[config.mk]
export PLATFORM = sky130hd
export DESIGN_NAME = cla_adder
export DESIGN_NICKNAME = d
export VERILOG_FILES = /design/src/rtl/cla_adder.sv
export SDC_FILE = /design/constraint.sdc
export NUM_CORES = 1
export LEC_CHECK = 0
export CORE_MARGIN = 2
export CORE_UTILIZATION = 35
export CTS_CLUSTER_SIZE = 25
export DETAILED_ROUTE_END_ITERATION = 7
export PLACE_DENSITY = 0.78
export SYNTH_ARGS = -nofsm -noshare
export SYNTH_HDL_FRONTEND = slang
export SYNTH_SLANG_ARGS = --single-unit
export TNS_END_PERCENT = 20
[constraint.sdc]
create_clock -name clk -period 2.6 [get_ports clk]
set_clock_uncertainty 0.2 [all_clocks]
set_input_delay 0.52 -clock clk [delete_from_list [all_inputs] [get_ports clk]]
set_output_delay 0.52 -clock clk [all_outputs]
set_load 0.01 [all_outputs]
[src/rtl/cla_adder.sv]
`default_nettype none
// ============================================================================
// Module   : cla_adder
// Brief    : Registered carry-lookahead adder, two-level SOP carries per group,
//            groups chained through group propagate/generate.
// Revision : 1.0
// ============================================================================
module cla_adder #(
    parameter int WIDTH = 4,
    parameter int GROUP = 4
) (
    input  logic             clk,
    input  logic             rst,
    input  logic [WIDTH-1:0] a,
    input  logic [WIDTH-1:0] b,
    input  logic             cin,
    output logic [WIDTH-1:0] sum,
    output logic [WIDTH:0]   cout,
    output logic             group_p,
    output logic             group_g
);

    localparam int c_NGROUPS = WIDTH / GROUP;

    logic [WIDTH-1:0] w_g;
    logic [WIDTH-1:0] w_p;
    logic [WIDTH-1:0] w_sum;
    logic [WIDTH:0]   w_c;
    logic             w_blk_p;
    logic             w_blk_g;

    logic [WIDTH-1:0] r_sum;
    logic [WIDTH:0]   r_cout;
    logic             r_group_p;
    logic             r_group_g;

    assign w_g = a & b;
    assign w_p = a ^ b;

    // Each carry inside a group is g_j | p_j g_{j-1} | ... | p_j..p_0 cg,
    // built from the group carry-in rather than from the previous bit.
    always_comb begin : comb_lookahead
        logic w_cg;
        logic w_prod;
        logic w_terms;
        w_c     = '0;
        w_c[0]  = cin;
        w_blk_p = 1'b1;
        w_blk_g = 1'b0;
        w_cg    = cin;
        w_prod  = 1'b1;
        w_terms = 1'b0;
        for (int k = 0; k < c_NGROUPS; k++) begin
            for (int j = 0; j < GROUP; j++) begin
                w_terms = 1'b0;
                w_prod  = 1'b1;
                for (int m = j; m >= 0; m--) begin
                    w_terms = w_terms | (w_prod & w_g[k*GROUP+m]);
                    w_prod  = w_prod & w_p[k*GROUP+m];
                end
                w_c[k*GROUP+j+1] = w_terms | (w_prod & w_cg);
            end
            // After the last bit, w_terms/w_prod are this group's G and P.
            w_cg    = w_terms | (w_prod & w_cg);
            w_blk_g = w_terms | (w_prod & w_blk_g);
            w_blk_p = w_blk_p & w_prod;
        end
    end

    assign w_sum = w_p ^ w_c[WIDTH-1:0];

    always_ff @(posedge clk) begin
        if (rst) begin
            r_sum     <= '0;
            r_cout    <= '0;
            r_group_p <= 1'b0;
            r_group_g <= 1'b0;
        end else begin
            r_sum     <= w_sum;
            r_cout    <= w_c;
            r_group_p <= w_blk_p;
            r_group_g <= w_blk_g;
        end
    end

    assign sum     = r_sum;
    assign cout    = r_cout;
    assign group_p = r_group_p;
    assign group_g = r_group_g;

endmodule
`default_nettype wire

==> run summary, run 1 <==
Switching Fraction = 0.2444
chip width = 40.27 µm
pin count of the biggest net entering global routing = 11
final hold vios = 0
Post-synth ARST share = 0
number of global-route vias before repair = 321
Tcrit/Tclk final = 0.7682
Rows = 13
placed insts = 77
final-layout fill cell count = 121
Avg Cell Area, Syn = 10.96 µm²
IR drop worst, VDD = 0.2206 mV
critical path class = primary input to flop
H-tree Lvls = 1
hold depth = 2
nets@finish = 83
Max Slew Vio Count = 0
Layout area overhead = 54.62%
clk sink count = 11
DRT Pass-1 Iters = 3
Num CTS Buffers = 3
sequential fraction of the synthesis area = 0.4783
first-pass GRT wire length = 1317 µm
area of the multi-input gates = 236.5 µm²
Syn Nets = 58
Primary FF master, synth = dfxtp_1
# setup viols final = 0
GR Overflow Total = 0
Max Buffers Root-to-Sink = 2
full die area = 1622 µm²
Post-synth top cells = 11 x dfxtp_1, 5 x nor2_1, 4 x ha_1, 3 x nor2b_1
slew margin rel. = 0.7655
Total GRT Usage = 0.1251
initial antenna violation count = 0
register area = 220.2 µm²
Root Driver = clkbuf_4
Antenna diodes = 0
Critical Path Start Type = primary input
# port buffers = 21
Sw Pwr = 0.09834 mW
Worst Path Arrival = 1990 ps
Starting DRT DRC Count = 2
Fin Setup TNS = 0 ps
largest area contributor in the netlist = dfxtp_1
Post-synth EDFFs = 0
vias per inst = 4.506
Slew @ Worst Pin = 350.7 ps
routed wire length = 817 µm
PnR worst setup slack = 602.6 ps
core area = 1269 µm²
layout cells sized above 1 = 0.1212
I/O pin count = 22
outcome = completed
CTS Hold Bufs = 0
postcts setup bufs = 0
Cells after Synth = 42
sequential group share of total power = 0.463
post-CTS sizing = 0
CTS tree = done
Comb pwr share = 0.257
via count = 365
Tmin final = 1997 ps
number of max-cap violations = 0
initial core utilization = 0.3629
post-route ant nets = 0
synth top area cells = dfxtp_1 48%, ha_1 11%, fa_1 4.3%
crit end category = flop
Yosys cell types = 21
Post-route DRC = 0
P_int = 0.3040 mW
Final Non-Filler Cells = 81
post-DR wirelength/cell = 10.09 µm
Yosys top cell area share = 0.4783
Crit Path Max Fanout = 3
Warnings, synthesis = 0
FF+latch count, synth = 11
Pwr Density = 565.2 nW/µm²
GP Congestion = 0.7421
dpl ws = 328.7 ps
Clk pin slew, worst setup/hold paths = 70 ps
WP data required = 2590 ps
DIE HEIGHT = 40.27 µm
Min-Delay Path Class = primary input to flop
most numerous cell in the Yosys netlist = dfxtp_1
Leak Pwr = 0.2891 nW
RSZ-0062 raised after global routing = no
Max Fclk = 500.7 MHz
Mapped Area = 460.4 µm²
Clk pwr share = 0.280
-- cell families after synthesis --
logic type / after synthesis / synth area share
flip-flops: 11 / 0.4783
adder cells (fa/ha/maj): 5 / 0.1522
XOR/XNOR: 1 / 0.01903
buffers and inverters: 1 / 0.008144
AND/OR/NAND/NOR: 13 / 0.1440
AO/OA/AOI/OAI: 10 / 0.1766
multiplexers: 1 / 0.02174
-- critical path: stages --
cell             delay, ps
clkdlybuf4s50_1        460
ha_1                   350
a211oi_2               290
o21ba_4                200
mux2i_1                170
-- registers in the layout (all words and copies together) (netlist names) --
signal,flops
cout,5
group_g,1
sum,4
group_p,1
-- cell usage in the layout (no fill, tap or decap) --
| master | n |
|---|---|
| a211oi_1 | 1 |
| a211oi_2 | 1 |
| a21o_1 | 1 |
| a21o_2 | 1 |
| a21oi_1 | 2 |
| clkbuf_1 | 1 |
| clkbuf_4 | 3 |
| clkdlybuf4s50_1 | 21 |
| dfxtp_1 | 11 |
| fa_1 | 1 |
| ha_1 | 4 |
| mux2i_1 | 1 |
| nand2b_1 | 2 |
| nand3_1 | 1 |
| nor2_1 | 5 |
| nor2b_1 | 3 |
| nor3_1 | 1 |
| o21ai_0 | 1 |
| o21ai_1 | 1 |
| o21ai_2 | 1 |
| o21ba_4 | 1 |
| or2_2 | 1 |
| xnor2_1 | 1 |
-- power by group through the flow --
stage / Clock [mW] / Combinational [mW] / Sequential [mW]
2_1_floorplan: 0 / 0.0434 / 0.199
3_3_place_gp: 0 / 0.102 / 0.190
3_5_place_dp: 0 / 0.104 / 0.190
4_1_cts: 0.115 / 0.104 / 0.187
5_1_grt: 0.122 / 0.115 / 0.188
6_report: 0.113 / 0.103 / 0.186
-- per-layer routing --
| metal | vias to the layer above | global-route usage | wire length (µm) | share of wire |
|---|---|---|---|---|
| met5 | - | 0 | 0 | 0 |
| met4 | 0 | 0.1250 | 9 | 0.011 |
| met3 | 2 | 0 | 34 | 0.042 |
| met2 | 13 | 0.1855 | 375 | 0.46 |
| met1 | 156 | 0.1605 | 397 | 0.49 |
| li1 | 194 | - | - | - |
-- worst paths after layout --
| kind | end | from | slack [ps] |
|---|---|---|---|
| worst min-delay path | cout[0] | cin | 770 |
| worst max-delay path | sum[3] | a[0] | 600 |
-- final cells by class --
cell class	count	area share
timing repair buffer	21	0.2953
sequential	11	0.3093
tap	15	0.02636
clock buffer	4	0.03691
multi-input combinational	30	0.3322
-- per-stage QoR --
step / util / area (µm²) / hold slack [ps] / total power, mW
3_3_place_gp: 0.5404 / 685.7 / 1025 / 0.2922
3_5_place_dp: 0.5404 / 685.7 / 1043 / 0.2941
5_1_grt: 0.5611 / 711.9 / 787.9 / 0.4249
2_1_floorplan: - / 460.4 / 448.2 / 0.2420
6_report: 0.5611 / 711.9 / 765.5 / 0.4024
4_1_cts: 0.5611 / 711.9 / 762.8 / 0.4053
Power figures use the tool's default switching activity.
==> run 2, diff against run 1 <==
==> constraint.sdc (replaced) <==
create_clock -name clk -period 1.9 [get_ports clk]
set_clock_uncertainty 0.2 [all_clocks]
set_input_delay 0.38 -clock clk [delete_from_list [all_inputs] [get_ports clk]]
set_output_delay 0.38 -clock clk [all_outputs]
set_load 0.01 [all_outputs]
==> run 2 against run 1 <==
  * Combinational power increased by 53%
  * Sequential power increased by 37%
  * Flip-flop and latch count unchanged
  * Sequential share of layout area decreased by 2.0 points
  * First-iteration DRC count increased to 3.5 times the previous value
  * Wire length increased by 16%
  * Worst hold slack got worse by 150 ps
  * Critical path depth unchanged
==> run summary, run 2 (synthesis results as in run 1) <==
WP data required = 1890 ps (was 2590 ps)
DIE HEIGHT = 40.27 µm (unchanged)
# setup viols final = 0 (unchanged)
pin count of the biggest net entering global routing = 8 (was 11)
crit path to = sum[3] (unchanged)
Worst Path Arrival = 1770 ps (was 1990 ps)
Rows = 13 (unchanged)
vias per inst = 4.640 (was 4.506)
Antenna diodes = 0 (unchanged)
I/O pin count = 22 (unchanged)
max reg flops = 5 (unchanged)
outcome = completed (unchanged)
full die area = 1622 µm² (unchanged)
Min-Delay Path Class = primary input to flop (unchanged)
Post-route DRC = 0 (unchanged)
number of max-cap violations = 0 (unchanged)
# port buffers = 21 (unchanged)
number of global-route vias before repair = 364 (was 321)
post-route ant nets = 0 (unchanged)
Max Buffers Root-to-Sink = 2 (unchanged)
commonest non-fill, non-tap cells in the layout = 21 x clkdlybuf4s50_1, 11 x dfxtp_1, 5 x nor2_1, 5 x buf_4 (was 21 x clkdlybuf4s50_1, 11 x dfxtp_1, 5 x nor2_1)
initial core utilization = 0.3629 (unchanged)
Tcrit/Tclk final = 0.9390
Critical Path Start = b[0] (was a[0])
area of the multi-input gates = 249.0 µm² (was 236.5 µm²)
H-tree Lvls = 1 (unchanged)
postcts setup bufs = 0 (unchanged)
Pwr Density = 741.0 nW/µm² (was 565.2 nW/µm²)
clk sink count = 11 (unchanged)
Max Fclk = 560.5 MHz
Final Non-Filler Cells = 86 (was 81)
RSZ-0062 raised after global routing = no (unchanged)
HPWL after DPL = 759.1 µm
Layout area overhead = 65.49% (was 54.62%)
Root Driver = clkbuf_4 (unchanged)
commonest non-fill, non-tap cell in the layout = clkdlybuf4s50_1 (unchanged)
Clk pin slew, worst setup/hold paths = 70 ps (about the same)
IR drop worst, VDD = 0.2677 mV (was 0.2206 mV)
layout cells sized above 1 = 0.1972 (was 0.1212)
final hold vios = 0 (unchanged)
Crit Path Max Fanout = 3 (unchanged)
crit end category = flop (unchanged)
first-pass GRT wire length = 1504 µm (was 1317 µm)
placed insts = 82 (was 77)
chip width = 40.27 µm (unchanged)
Leak Pwr = 0.3135 nW (was 0.2891 nW)
Max Slew Vio Count = 0 (unchanged)
Num CTS Buffers = 3 (unchanged)
critical path class = primary input to flop (unchanged)
Starting DRT DRC Count = 7 (was 2)
GR Overflow Total = 0 (unchanged)
worst hold slack = 612.5 ps (was 765.5 ps)
Critical Path Start Type = primary input (unchanged)
Total GRT Usage = 0.1463 (was 0.1251)
via count = 399 (was 365)
nets@finish = 88 (was 83)
DRT Pass-1 Iters = 4 (was 3)
GP Congestion = 0.7428 (was 0.7421)
core area = 1269 µm² (unchanged)
CTS tree = done (unchanged)
initial antenna violation count = 0 (unchanged)
Fin Setup TNS = 0 ps (unchanged)
post-DR wirelength/cell = 11.06 µm (was 10.09 µm)
slew margin rel. = 0.8413 (was 0.7655)
Tmin final = 1784 ps
routed wire length = 951 µm (was 817 µm)
Slew @ Worst Pin = 237.6 ps (was 350.7 ps)
register area = 220.2 µm² (unchanged)
final-layout fill cell count = 110 (was 121)
final design utilization = 0.6006 (was 0.5611)
## run 2: cell types whose count changed in the layout (fill, tap and decap cells not counted)
cell	change
buf_4	+5
ha_4	+1
ha_1	-1
## run 2: repair_timing
item / 4_1_cts / 5_1_grt
endpoints found under the setup margin: 0 / 1
hold endpoints to repair: 0 / 0
hold buffers: 0 / 0
resized for setup: 0 / 1
## run 2: final cells by class
class / instances / area share
clock buffer: 4 / 0.03448
multi-input combinational: 30 / 0.3268
tap: 15 / 0.02463
timing repair buffer: 26 / 0.3251
sequential: 11 / 0.2890
## run 2: metrics by stage
| stage | total power, mW | instance area [µm²] | setup WS, ps |
|---|---|---|---|
| 2_1_floorplan | 0.3312 | 460.4 | 339.2 |
| 3_3_place_gp | 0.4105 | 723.2 | -162.7 |
| 3_5_place_dp | 0.4143 | 723.2 | -196.5 |
| 4_1_cts | 0.5676 | 749.5 | 62.02 |
| 5_1_grt | 0.5991 | 762.0 | 6.412 |
| 6_report | 0.5646 | 762.0 | 115.9 |
## run 2: critical path: stages
cell and delay [ps]:
clkdlybuf4s50_1 550, ha_4 230, a211oi_2 240, o21ba_4 200
mux2i_1 170
## run 2: worst min-delay path by stage
stage	start	end	cells past startpoint
3_5_place_dp	cin	cout[0]	2
3_3_place_gp	cin	cout[0]	2
6_report	cin	cout[0]	2
4_1_cts	cin	cout[0]	2
2_1_floorplan	cin	cout[0]	1
5_1_grt	cin	cout[0]	2
## run 2: per-layer routing
| metal | vias up | wire length [µm] | track usage |
|---|---|---|---|
| li1 | 203 | - | - |
| met1 | 178 | 387 | 0.1655 |
| met2 | 16 | 508 | 0.2540 |
| met3 | 2 | 44 | 0.01667 |
| met4 | 0 | 10 | 0.1000 |
| met5 | - | 0 | 0 |
## run 2: power breakdown
group / switching [mW] / internal, mW
Sequential: 0.00471 / 0.251
Clock: 0.0702 / 0.0810
Combinational: 0.0623 / 0.0956
Total: 0.137 / 0.427
